**src/rtl/seven_seg_time_display.sv**
```systemverilog
// Eight-digit multiplexed seven-segment display driver with a millisecond tick divider.
// A free-running double-dabble converter feeds a display register that the scan logic walks.
module seven_seg_time_display #(
    parameter int unsigned CLK_FREQ_HZ    = 100_000_000,
    parameter int unsigned TICK_HZ        = 1_000,
    parameter int unsigned REFRESH_CYCLES = 100_000,
    parameter int unsigned VAL_W          = 39
) (
    input  logic             clock,
    input  logic             reset,
    input  logic [VAL_W-1:0] count_in,
    input  logic [7:0]       dp_mask,
    output logic             ms_tick,
    output logic [7:0]       cathode,
    output logic [7:0]       anode
);

    localparam int unsigned DIV   = CLK_FREQ_HZ / TICK_HZ;
    localparam int unsigned DIV_W = $clog2(DIV);
    localparam int unsigned REF_W = $clog2(REFRESH_CYCLES);
    localparam int unsigned SH_W  = $clog2(VAL_W);

    typedef enum logic [1:0] {CV_CAPTURE, CV_SHIFT, CV_COMMIT} cv_state_e;

    cv_state_e        cv_state_q, cv_state_d;
    logic [DIV_W-1:0] div_q, div_d;
    logic             ms_tick_q, ms_tick_d;
    logic [REF_W-1:0] scan_q, scan_d;
    logic [2:0]       idx_q, idx_d;
    logic [VAL_W-1:0] bin_q, bin_d;
    logic [31:0]      bcd_q, bcd_d, bcd_adj;
    logic [SH_W-1:0]  shcnt_q, shcnt_d;
    logic [31:0]      disp_q, disp_d;
    logic [7:0]       anode_q, anode_d;
    logic [7:0]       cathode_q, cathode_d;

    function automatic logic [6:0] seg7(input logic [3:0] d);
        case (d)
            4'd0:    seg7 = 7'h40;
            4'd1:    seg7 = 7'h79;
            4'd2:    seg7 = 7'h24;
            4'd3:    seg7 = 7'h30;
            4'd4:    seg7 = 7'h19;
            4'd5:    seg7 = 7'h12;
            4'd6:    seg7 = 7'h02;
            4'd7:    seg7 = 7'h78;
            4'd8:    seg7 = 7'h00;
            4'd9:    seg7 = 7'h10;
            default: seg7 = 7'h7F;
        endcase
    endfunction

    // State register for every flop in the block.
    always_ff @(posedge clock) begin
        if (reset) begin
            cv_state_q <= CV_CAPTURE;
            div_q      <= '0;
            ms_tick_q  <= 1'b0;
            scan_q     <= '0;
            idx_q      <= '0;
            bin_q      <= '0;
            bcd_q      <= '0;
            shcnt_q    <= '0;
            disp_q     <= '0;
            anode_q    <= 8'hFF;
            cathode_q  <= 8'hFF;
        end else begin
            cv_state_q <= cv_state_d;
            div_q      <= div_d;
            ms_tick_q  <= ms_tick_d;
            scan_q     <= scan_d;
            idx_q      <= idx_d;
            bin_q      <= bin_d;
            bcd_q      <= bcd_d;
            shcnt_q    <= shcnt_d;
            disp_q     <= disp_d;
            anode_q    <= anode_d;
            cathode_q  <= cathode_d;
        end
    end

    // Converter next-state.
    always_comb begin
        cv_state_d = cv_state_q;
        case (cv_state_q)
            CV_CAPTURE: cv_state_d = CV_SHIFT;
            CV_SHIFT:   if (shcnt_q == SH_W'(VAL_W - 1)) cv_state_d = CV_COMMIT;
            CV_COMMIT:  cv_state_d = CV_CAPTURE;
            default:    cv_state_d = CV_CAPTURE;
        endcase
    end

    // Add-3 correction; carries out of digit 7 drop, giving value mod 10^8.
    always_comb begin
        bcd_adj = bcd_q;
        for (int i = 0; i < 8; i++) begin
            if (bcd_q[4*i +: 4] >= 4'd5) bcd_adj[4*i +: 4] = bcd_q[4*i +: 4] + 4'd3;
        end
    end

    // Converter datapath.
    always_comb begin
        bin_d   = bin_q;
        bcd_d   = bcd_q;
        shcnt_d = shcnt_q;
        disp_d  = disp_q;
        case (cv_state_q)
            CV_CAPTURE: begin
                bin_d   = count_in;
                bcd_d   = '0;
                shcnt_d = '0;
            end
            CV_SHIFT: begin
                bcd_d   = {bcd_adj[30:0], bin_q[VAL_W-1]};
                bin_d   = {bin_q[VAL_W-2:0], 1'b0};
                shcnt_d = shcnt_q + SH_W'(1);
            end
            CV_COMMIT: disp_d = bcd_q;
            default: ;
        endcase
    end

    // Tick divider, digit scan and registered pin drive.
    always_comb begin
        div_d     = (div_q == DIV_W'(DIV - 1)) ? '0 : div_q + DIV_W'(1);
        ms_tick_d = (div_q == DIV_W'(DIV - 1));
        scan_d    = scan_q + REF_W'(1);
        idx_d     = idx_q;
        if (scan_q == REF_W'(REFRESH_CYCLES - 1)) begin
            scan_d = '0;
            idx_d  = idx_q + 3'd1;
        end
        anode_d   = ~(8'b1 << idx_q);
        cathode_d = {~dp_mask[idx_q], seg7(disp_q[4*idx_q +: 4])};
    end

    assign ms_tick = ms_tick_q;
    assign anode   = anode_q;
    assign cathode = cathode_q;

endmodule

```
**config.mk**
```make
export PLATFORM = sky130hd
export DESIGN_NAME = seven_seg_time_display
export DESIGN_NICKNAME = d
export VERILOG_FILES = /design/src/rtl/seven_seg_time_display.sv
export SDC_FILE = /design/constraint.sdc
export NUM_CORES = 1
export LEC_CHECK = 0
export BUFFER_PORTS_ARGS = -buffer_cell sky130_fd_sc_hd__buf_2
export CORE_MARGIN = 2
export CORE_UTILIZATION = 64
export CTS_CLUSTER_SIZE = 24
export DETAILED_ROUTE_END_ITERATION = 8
export MAX_ROUTING_LAYER = met4
export PLACE_DENSITY = 0.84
export SETUP_SLACK_MARGIN = 0.02
export SKIP_CTS_REPAIR_TIMING = 1
export SYNTH_ARGS = -nofsm -noshare
export SYNTH_HDL_FRONTEND = slang
export SYNTH_SLANG_ARGS = --single-unit
```
**constraint.sdc**
```tcl
create_clock -name clock -period 4.5 [get_ports clock]
set_input_delay 0.45 -clock clock [delete_from_list [all_inputs] [get_ports clock]]
set_output_delay 0.45 -clock clock [all_outputs]
set_load 0.02 [all_outputs]
```
=== Word-level counts from Yosys, hierarchy flattened ===
Memory sizes are Yosys's and may differ from the RTL's. A register that Yosys moved wholly into a read port is not among the register bits.
Cells that the tools add are included.
Widths: inputs -> output; s select.

* Output and inout port bits: 17
* Input port bits: 49
* Bits in registers: 165
* Word-level logic and storage cells: 62
* Bits in read-only memories: 112
* Memories kept: 1

{| class="wikitable"
|+ Memories
! memory !! depth !! width !! read ports !! clocked after memory_dff !! wr ports !! RTL line !! RTL
|-
| (no name shown) || 16 || 7 || 1 || 1 || 0 || 38 || <nowiki>case (d)</nowiki>
|}

* Shift operators: 2
* Equality and inequality tests: 6
* Bitwise logic cells: 2
* Mux-type cells: 15
* Reductions and logical operators: 4
* Add/subtract/negate cells: 12
* Magnitude comparators: 9

{| class="wikitable"
|+ Operators by type and width
! cell !! number
|-
| $pmux 39 s2 || 1
|-
| $pmux 32 s2 || 1
|-
| $add 17x1->17 const B || 2
|-
| $eq 17x17->1 const B || 2
|-
| $ge 4x3->1 const B || 8
|-
| $shiftx 32x6->4 || 1
|-
| $add 4x2->4 const B || 7
|-
| $mux 4 || 7
|-
| $pmux 6 s2 || 1
|-
| $not 8->8 || 1
|-
| $shl 1x3->8 const A || 1
|-
| $add 6x1->6 const B || 1
|-
| $eq 6x6->1 const B || 1
|-
| $lt 3x4->1 const B || 1
|-
| $pmux 2 s2 || 1
|-
| $reduce_or 2->1 || 2
|-
| $add 3x1->3 const B || 1
|-
| $add 3x2->3 const B || 1
|-
| $bmux 1 s3 || 1
|-
| $mux 3 || 1
|-
| $eq 2x1->1 const B || 1
|-
| $eq 2x2->1 const B || 1
|-
| $logic_not 2->1 || 1
|-
| $mux 2 || 1
|-
| 4 further kinds || 4
|}

=== Depth between registers and ports, before layout ===
Gate-level depths: netlist (run 1).

* Word-level depth: 3
* Gate-level depth with buffers: 8

=== Worst setup path after synthesis (run 1) ===
OpenSTA, ideal clock, no wires.

* Path kind: flip-flop to flip-flop
* From: register idx_q[0]
* To: register cathode_q[5], in the netlist cathode[5]
* Setup time: 0.115 ns
* Setup slack: 2.324 ns
* Period minus slack after synthesis: 2.176 ns
* Required time: 4.385 ns
* Arrival: 2.061 ns
* Cell stages (with the launch flop): 8
* Cells stage by stage: dfxtp_1 buf_6 mux4_1 mux2i_1 inv_1 ha_1 nor3_1 o21ba_1

* Word-level cells in the longest chain between the ends: 1

{| class="wikitable"
|+ RTL lines
! item !! RTL line !! RTL
|-
| start: declaration || 29 || <nowiki>logic [2:0] idx_q, idx_d;</nowiki>
|-
| start signal: assignment || 72 || <nowiki>idx_q <= idx_d;</nowiki>
|-
| $shiftx 32x6->4 || 134 || <nowiki>cathode_d = {~dp_mask[idx_q], seg7(disp_q[4*idx_q +: 4])};</nowiki>
|-
| end: declaration || 35 || <nowiki>logic [7:0] cathode_q, cathode_d;</nowiki>
|}

No other way between the ends.
A chain may end at the register's enable or synchronous reset.

=== Worst setup path after layout (run 1) ===
Ends and elaborated chain as after synthesis.

==> results.toml, run 1 <==
[critical_path]
crit_end = "cathode[5]"
crit-reg2reg-capture = "cathode[5]"
reg2reg_depth = 6
timing.setup.critical_path_class = "reg -> reg"
critical-path-top-delay-family = "multiplexers"
stages_on_worst_setup_path = 6
timing.reg2reg.setup_slack_ns = 1.91
cp-start-kind = "register"
crit_end_category = "register"
crit-reg2reg-launch = "idx_q[0]"
maximum_fanout_count_along_the_critical_path = 14
crit_chain = "mux4_1 > mux2i_1 > inv_1 > ha_1 > nor3_1 > o21ba_1"
cp_buf_inv_count = 1
cp_data_required_time_ns = 4.82
slowest_delay_ns = 0.76
worst_ep_arrival_time_ns = 2.91
cpMaxStageDelayCell = "sky130_fd_sc_hd__dfxtp_1"
setup.worst_path.start = "idx_q[0]"

[timing]
setup_violations = 0
tns_ns = 0
fin_crit_ns = 2.59
finClkSkew_ns = 0.00567
drv_slew = 0
fin_crit_sh = 0.576
timing_worst_slew_pin_value_ns = 1.19
max_frequency_ghz = 0.386
hold_viol = 0
setup_repair_after_global_routing_missed_its_margin = "false"
slew-limit-headroom = 0.203

[floorplanning]
core_area_sq_mm = 0.0115
count_of_standard_cell_rows = 39
die_y_um = 113
io_pins = 66
floorplan.die_area_sq_mm = 0.0127
dieWidth_um = 113
start_util = 0.659

[synthesis]
ys_top_cells_by_area = "sky130_fd_sc_hd__dfxtp_1 (44%), sky130_fd_sc_hd__nor2_1 (8.5%), sky130_fd_sc_hd__mux2i_1 (6.6%), sky130_fd_sc_hd__ha_1 (5.1%), sky130_fd_sc_hd__nand2_1 (5.1%)"
post_synth.cell_area_avg_sq_um = 8.65
synth_commonest_cells = "sky130_fd_sc_hd__nor2_1 (171), sky130_fd_sc_hd__dfxtp_1 (165), sky130_fd_sc_hd__nand2_1 (103), sky130_fd_sc_hd__a21oi_1 (75), sky130_fd_sc_hd__mux2i_1 (50)"
synthesis.area_sq_mm = 0.00756
synth_enable_flop_cells = 0
asyncSetResetFlopFracSynth = 0
ys.flop_type = "sky130_fd_sc_hd__dfxtp_1"
ys_types = 46
synth.most_common_cell = "sky130_fd_sc_hd__nor2_1"
post-synth-top-area-fraction = 0.437
seq_area_frac_synth = 0.437
yosysWarnings = 0
synthesis.nets = 954
syn-instance-count = 874
synthesized_flop_and_latch_total = 165
netlist.top_cell.by_area = "sky130_fd_sc_hd__dfxtp_1"

[route]
detail_route.wl_per_cell_um = 13.0
viasPerCell = 5.52
number_of_remaining_drc_errors = 0
iter_0_drt_violations = 441
drt_pass1_iterations = 4
postRouteWirelength_um = 13900
ant_nets = 0
vias = 5886

[layout]
layout_cell_share_with_drive_strength_beyond_1 = 0.117
final_cell_area_sq_mm = 0.00844
design.final.nets = 991
num_antenna_cells = 0
areaGrowthSynthToFinish_pct = 11.7

[grt]
global_route_wire_length_before_repair_um = 24000
first_global_vias = 5339
grt_antenna_before_repair = 0
grt_overflow_total = 0
pin_count_of_the_biggest_net_entering_global_routing = 79
gr-usage-all-layers = 0.236

[min_path]
worstHoldPathType = "in -> reg"

[place]
post_dp_cell_area_sq_mm = 0.00789
hpwl_um = 8880
globalplace.congestion = 0.852
buffer_ports.inserted = 65

[clock_tree]
cts_htree_levels = 4
clk-insertion-delay-late_ns = 0.42
worst_path_clk_slew_ns = 0.06
cts_root_buf = "sky130_fd_sc_hd__clkbuf_16"
cts_tree = "yes"
cts_made_buffers = 17
numClockSinks = 165
ctsLongestPathBuffers = 2

[pwr]
irDropWorstVdd_v = 0.000371
pwr_per_cell_area_mw_per_mm2 = 357
power.leakage_nw = 3.47

[run_status]
status = "finished clean"

[job]
maxCapViolCount = 0
-- layer usage --
layer | vias up | part of all wire | routed length (um) | global-route usage
li1 | 3023 | - | - | -
met1 | 2708 | 0.46 | 6390 | 0.290
met2 | 136 | 0.47 | 6570 | 0.382
met3 | 19 | 0.054 | 746 | 0.0610
met4 | 0 | 0.014 | 193 | 0.0740
met5 | - | 0 | 0 | -
-- cell usage in the layout (no fill, tap or decap), drive strengths merged, types with 9 or more instances in the layout --
cell / count
dfxtp: 165
o21ai: 17
mux2i: 52
xnor2: 26
nor2: 171
inv: 29
nand2b: 12
clkbuf: 26
mux4: 10
nand3: 16
nand2: 103
buf: 69
ha: 31
a21oi: 75
xor2: 26
a22oi: 25
a21o: 9
-- state kept, by name (all words and copies together), names as in the netlist --
register and cells:
idx_q 3, cv_state_q 2, shcnt_q 6, bin_q 39, ms_tick 1, anode 8, bcd_q 32, disp_q 32
div_q 17, cathode 8, scan_q 17
-- worst min path at each step --
stage	end	slack, ns	startpoint	cells past startpoint
4_1_cts	bin_q[0]	0.25	count_in[0]	3
3_5_place_dp	disp_q[8]	0.44	disp_q[8]	2
3_3_place_gp	disp_q[9]	0.44	disp_q[9]	2
6_report	bin_q[0]	0.26	count_in[0]	3
5_1_grt	bin_q[0]	0.27	count_in[0]	3
2_1_floorplan	div_q[0]	0.43	div_q[0]	1
-- through the flow --
stage	power, mW	setup WS, ns	cells	hold WS [ns]	util
after floorplan	1.64	2.32	874	0.426	-
after global placement	1.68	1.93	1035	0.439	0.688
after detailed placement	1.69	1.89	1035	0.445	0.688
after CTS	3.03	1.89	1066	0.247	0.736
after global routing	3.12	1.73	1066	0.266	0.736
final	3.01	1.91	1066	0.259	0.736
-- worst reg2reg max path: cells and delay by family, from the launching register on --
family / cells / cell delay [ns]
fa+ha+maj: 1 / 0.20
compound gates: 1 / 0.17
mux: 2 / 1.01
buf+inv: 1 / 0.12
simple gates: 1 / 0.22
flops: 1 / 0.76
-- cell type report --
| class | instances | area [sq um] |
|---|---|---|
| fill | 869 | 3030 |
| tap | 143 | 179 |
| clock inverter | 5 | 75.1 |
| sequential | 165 | 3310 |
| clock buffer | 26 | 469 |
| inverter | 29 | 109 |
| multi-input combinational | 629 | 3940 |
| timing repair buffer | 69 | 358 |
-- power breakdown --
| part | leakage [nW] | switching (mW) | internal [mW] |
|---|---|---|---|
| sequential | 1.34 | 0.0210 | 1.49 |
| combinational | 1.86 | 0.0796 | 0.0623 |
| clock | 0.266 | 0.529 | 0.825 |
| total | 3.47 | 0.630 | 2.38 |
-- logic make-up (layout without fill, tap and decap cells) --
logic type               count (synthesis)  count (layout)  synth area share
AND/OR/NAND/NOR                        344             344             0.194
AO/OA/AOI/OAI                          139             139             0.110
XOR/XNOR                                52              52            0.0603
flip-flops                             165             165             0.437
buffers and inverters                   80             129            0.0417
adder cells (fa/ha/maj)                 31              31            0.0513
multiplexers                            63              63             0.106
(Power assumes the default switching activity.)
==> inputs of run 2 (changes only) <==
--- a/config.mk
+++ b/config.mk
@@ -5,13 +5,14 @@
 export SDC_FILE = /design/constraint.sdc
 export NUM_CORES = 1
 export LEC_CHECK = 0
+export ABC_AREA = 1
 export BUFFER_PORTS_ARGS = -buffer_cell sky130_fd_sc_hd__buf_2
 export CORE_MARGIN = 2
-export CORE_UTILIZATION = 64
+export CORE_UTILIZATION = 60
 export CTS_CLUSTER_SIZE = 24
 export DETAILED_ROUTE_END_ITERATION = 8
 export MAX_ROUTING_LAYER = met4
-export PLACE_DENSITY = 0.84
+export PLACE_DENSITY = 0.79
 export SETUP_SLACK_MARGIN = 0.02
 export SKIP_CTS_REPAIR_TIMING = 1
 export SYNTH_ARGS = -nofsm -noshare
==> constraint.sdc (replaced) <==
create_clock -name clock -period 2.5 [get_ports clock]
set_input_delay 0.25 -clock clock [delete_from_list [all_inputs] [get_ports clock]]
set_output_delay 0.25 -clock clock [all_outputs]
set_load 0.02 [all_outputs]
==> run 2 against run 1 <==
Against the previous run: worst hold slack got worse by 0.19 ns; cell area rose by 3.5%; sequential share of layout area fell by 1.4 points; highest routed layer unchanged.
==> results.toml, run 2 <==
[clock_tree]
cts_tree = "yes"
cts_made_buffers = 17
cts_root_buf = "sky130_fd_sc_hd__clkbuf_16"
worst_path_clk_slew_ns = 0.06
numClockSinks = 165
clk-insertion-delay-late_ns = 0.44
cts_htree_levels = 4
ctsLongestPathBuffers = 2

[floorplanning]
start_util = 0.616
die_y_um = 118
count_of_standard_cell_rows = 41
io_pins = 66
dieWidth_um = 118
core_area_sq_mm = 0.0126
floorplan.die_area_sq_mm = 0.0139

[grt]
global_route_wire_length_before_repair_um = 27700
pin_count_of_the_biggest_net_entering_global_routing = 63
grt_overflow_total = 0
grt_antenna_before_repair = 0
first_global_vias = 6149
gr-usage-all-layers = 0.247

[critical_path]
crit-reg2reg-launch = "idx_q[0]"
cp_buf_inv_count = 3
maximum_fanout_count_along_the_critical_path = 17
cpMaxStageDelayCell = "sky130_fd_sc_hd__dfxtp_1"
stages_on_worst_setup_path = 11
cp_data_required_time_ns = 2.79
crit-reg2reg-capture = "cathode[6]"
reg2reg_depth = 11
timing.reg2reg.setup_slack_ns = 0.57
crit_chain = "buf_4 > nand2_1 > o211ai_1 > nand3_1 > nand2_1 > inv_1 > ha_1 > inv_1 > nand3_1 > nand3_1 > nand3_1"
timing.setup.critical_path_class = "reg -> reg"
crit_end_category = "register"
cp-start-kind = "register"
critical-path-top-delay-family = "simple AND/OR/NAND/NOR gates"
worst_ep_arrival_time_ns = 2.23
slowest_delay_ns = 0.50
cpMostUsedCell = "sky130_fd_sc_hd__nand3_1"

[synthesis]
ys.flop_type = "sky130_fd_sc_hd__dfxtp_1"
synth.most_common_cell = "sky130_fd_sc_hd__nand2_1"
ys_types = 40
asyncSetResetFlopFracSynth = 0
synth_commonest_cells = "sky130_fd_sc_hd__nand2_1 (244), sky130_fd_sc_hd__dfxtp_1 (165), sky130_fd_sc_hd__inv_1 (136), sky130_fd_sc_hd__a21oi_1 (103), sky130_fd_sc_hd__nor2_1 (68)"
seq_area_frac_synth = 0.425
syn-instance-count = 1059
synthesis.nets = 1139
synth_enable_flop_cells = 0
post-synth-top-area-fraction = 0.425
netlist.top_cell.by_area = "sky130_fd_sc_hd__dfxtp_1"
post_synth.cell_area_avg_sq_um = 7.34
ys_top_cells_by_area = "sky130_fd_sc_hd__dfxtp_1 (43%), sky130_fd_sc_hd__nand2_1 (12%), sky130_fd_sc_hd__a21oi_1 (6.6%), sky130_fd_sc_hd__inv_1 (6.6%), sky130_fd_sc_hd__ha_1 (5.0%)"
yosysWarnings = 0
synthesis.area_sq_mm = 0.00777
synthesized_flop_and_latch_total = 165

[pwr]
power.total_mw = 5.58
pwr_per_cell_area_mw_per_mm2 = 639
power.leakage_nw = 3.58
irDropWorstVdd_v = 0.000485

[layout]
design.final.nets = 1187
areaGrowthSynthToFinish_pct = 12.4
largest_reg_flops = 39
reg_top3 = "bin_q: 39 flops, bcd_q: 32 flops, disp_q: 32 flops"
number_of_fill_cells_in_the_layout = 1089
regMostFlops = "bin_q"
finalNonFillerCells = 1291
area.sequential_sq_mm = 0.00330
mostFrequentLayoutCell = "sky130_fd_sc_hd__nand2_1"
layout_cell_share_with_drive_strength_beyond_1 = 0.126
num_antenna_cells = 0
layout_common_cells = "sky130_fd_sc_hd__nand2_1 (244), sky130_fd_sc_hd__dfxtp_1 (164), sky130_fd_sc_hd__inv_1 (136)"
multi_input_area_sq_mm = 0.00369

[timing]
timing_worst_slew_pin_value_ns = 0.661
fin_crit_sh = 0.774
setup_repair_after_global_routing_missed_its_margin = "false"
finClkSkew_ns = 0.00831
fin_crit_ns = 1.93
hold_viol = 0
slew-limit-headroom = 0.558
setup_violations = 0
drv_slew = 0
tns_ns = 0
max_frequency_ghz = 0.517

[route]
iter_0_drt_violations = 403
viasPerCell = 5.22
ant_nets = 0
postRouteWirelength_um = 15900
vias = 6738
number_of_remaining_drc_errors = 0
detail_route.wl_per_cell_um = 12.4
drt_pass1_iterations = 5

[job]
maxCapViolCount = 0

[min_path]
worst_hold_path.endpoint = "bin_q[0]"
worstHoldStart = "count_in[0]"
worstHoldPathType = "in -> reg"
worstHoldPathCells = 3

[place]
hpwl_um = 10400
globalplace.congestion = 0.951
placedCellCount = 1260
buffer_ports.inserted = 65

[run_status]
status = "finished clean"
[run 2: cell types whose count changed after synthesis, moves of 33 or more]
cell,previous run,this run
sky130_fd_sc_hd__clkbuf_1,45,12
sky130_fd_sc_hd__inv_1,27,136
sky130_fd_sc_hd__nor2_1,171,68
sky130_fd_sc_hd__nand2_1,103,244
sky130_fd_sc_hd__nand3_1,16,63
sky130_fd_sc_hd__o21ai_0,15,65
sky130_fd_sc_hd__mux2i_1,50,0
[run 2: cell families after synthesis]
group | share of synthesized area
xor+xnor | 0.0248
simple gates | 0.243
flops | 0.425
fa+ha+maj | 0.0499
buf+inv | 0.100
compound gates | 0.157
[run 2: power breakdown]
part | internal (mW) | switching, mW
logic | 0.0942 | 0.156
clock network | 1.61 | 1.02
registers | 2.68 | 0.0266
[run 2: final cells by class]
| type | count | share of cell area |
|---|---|---|
| Tap cell | 172 | 0.0246 |
| Timing Repair Buffer | 74 | 0.0450 |
| Clock inverter | 10 | 0.0149 |
| Clock buffer | 21 | 0.0527 |
| Inverter | 142 | 0.0616 |
| Multi-Input combinational cell | 707 | 0.423 |
| Sequential cell | 165 | 0.378 |
[run 2: worst max path at each step]
stage,from,end
5_1_grt,idx_q[0],cathode[3]
3_5_place_dp,idx_q[0],cathode[3]
6_report,idx_q[0],cathode[6]
4_1_cts,idx_q[0],cathode[3]
2_1_floorplan,idx_q[0],cathode[6]
3_3_place_gp,idx_q[0],cathode[3]
[run 2: worst min-delay path: stages]
cell and delay, ns:
sky130_fd_sc_hd__buf_2 0.09, sky130_fd_sc_hd__nand2_1 0.05, sky130_fd_sc_hd__a21oi_1 0.05
[run 2: through the flow]
step	setup WS, ns	hold slack (ns)	cell area (sq um)	util
CTS	0.579	0.0579	8730	0.692
global placement	0.639	0.429	8140	0.645
finish	0.565	0.0700	8730	0.692
global route	0.314	0.0913	8730	0.692
detailed placement	0.590	0.442	8140	0.645
floorplan	0.844	0.393	7770	-
[run 2: layer usage]
layer	GRT usage	vias up	wire length, um
met5	-	-	0
met4	0.0994	0	301
met3	0.0465	26	799
met2	0.396	171	7350
met1	0.308	3013	7490
li1	-	3528	-
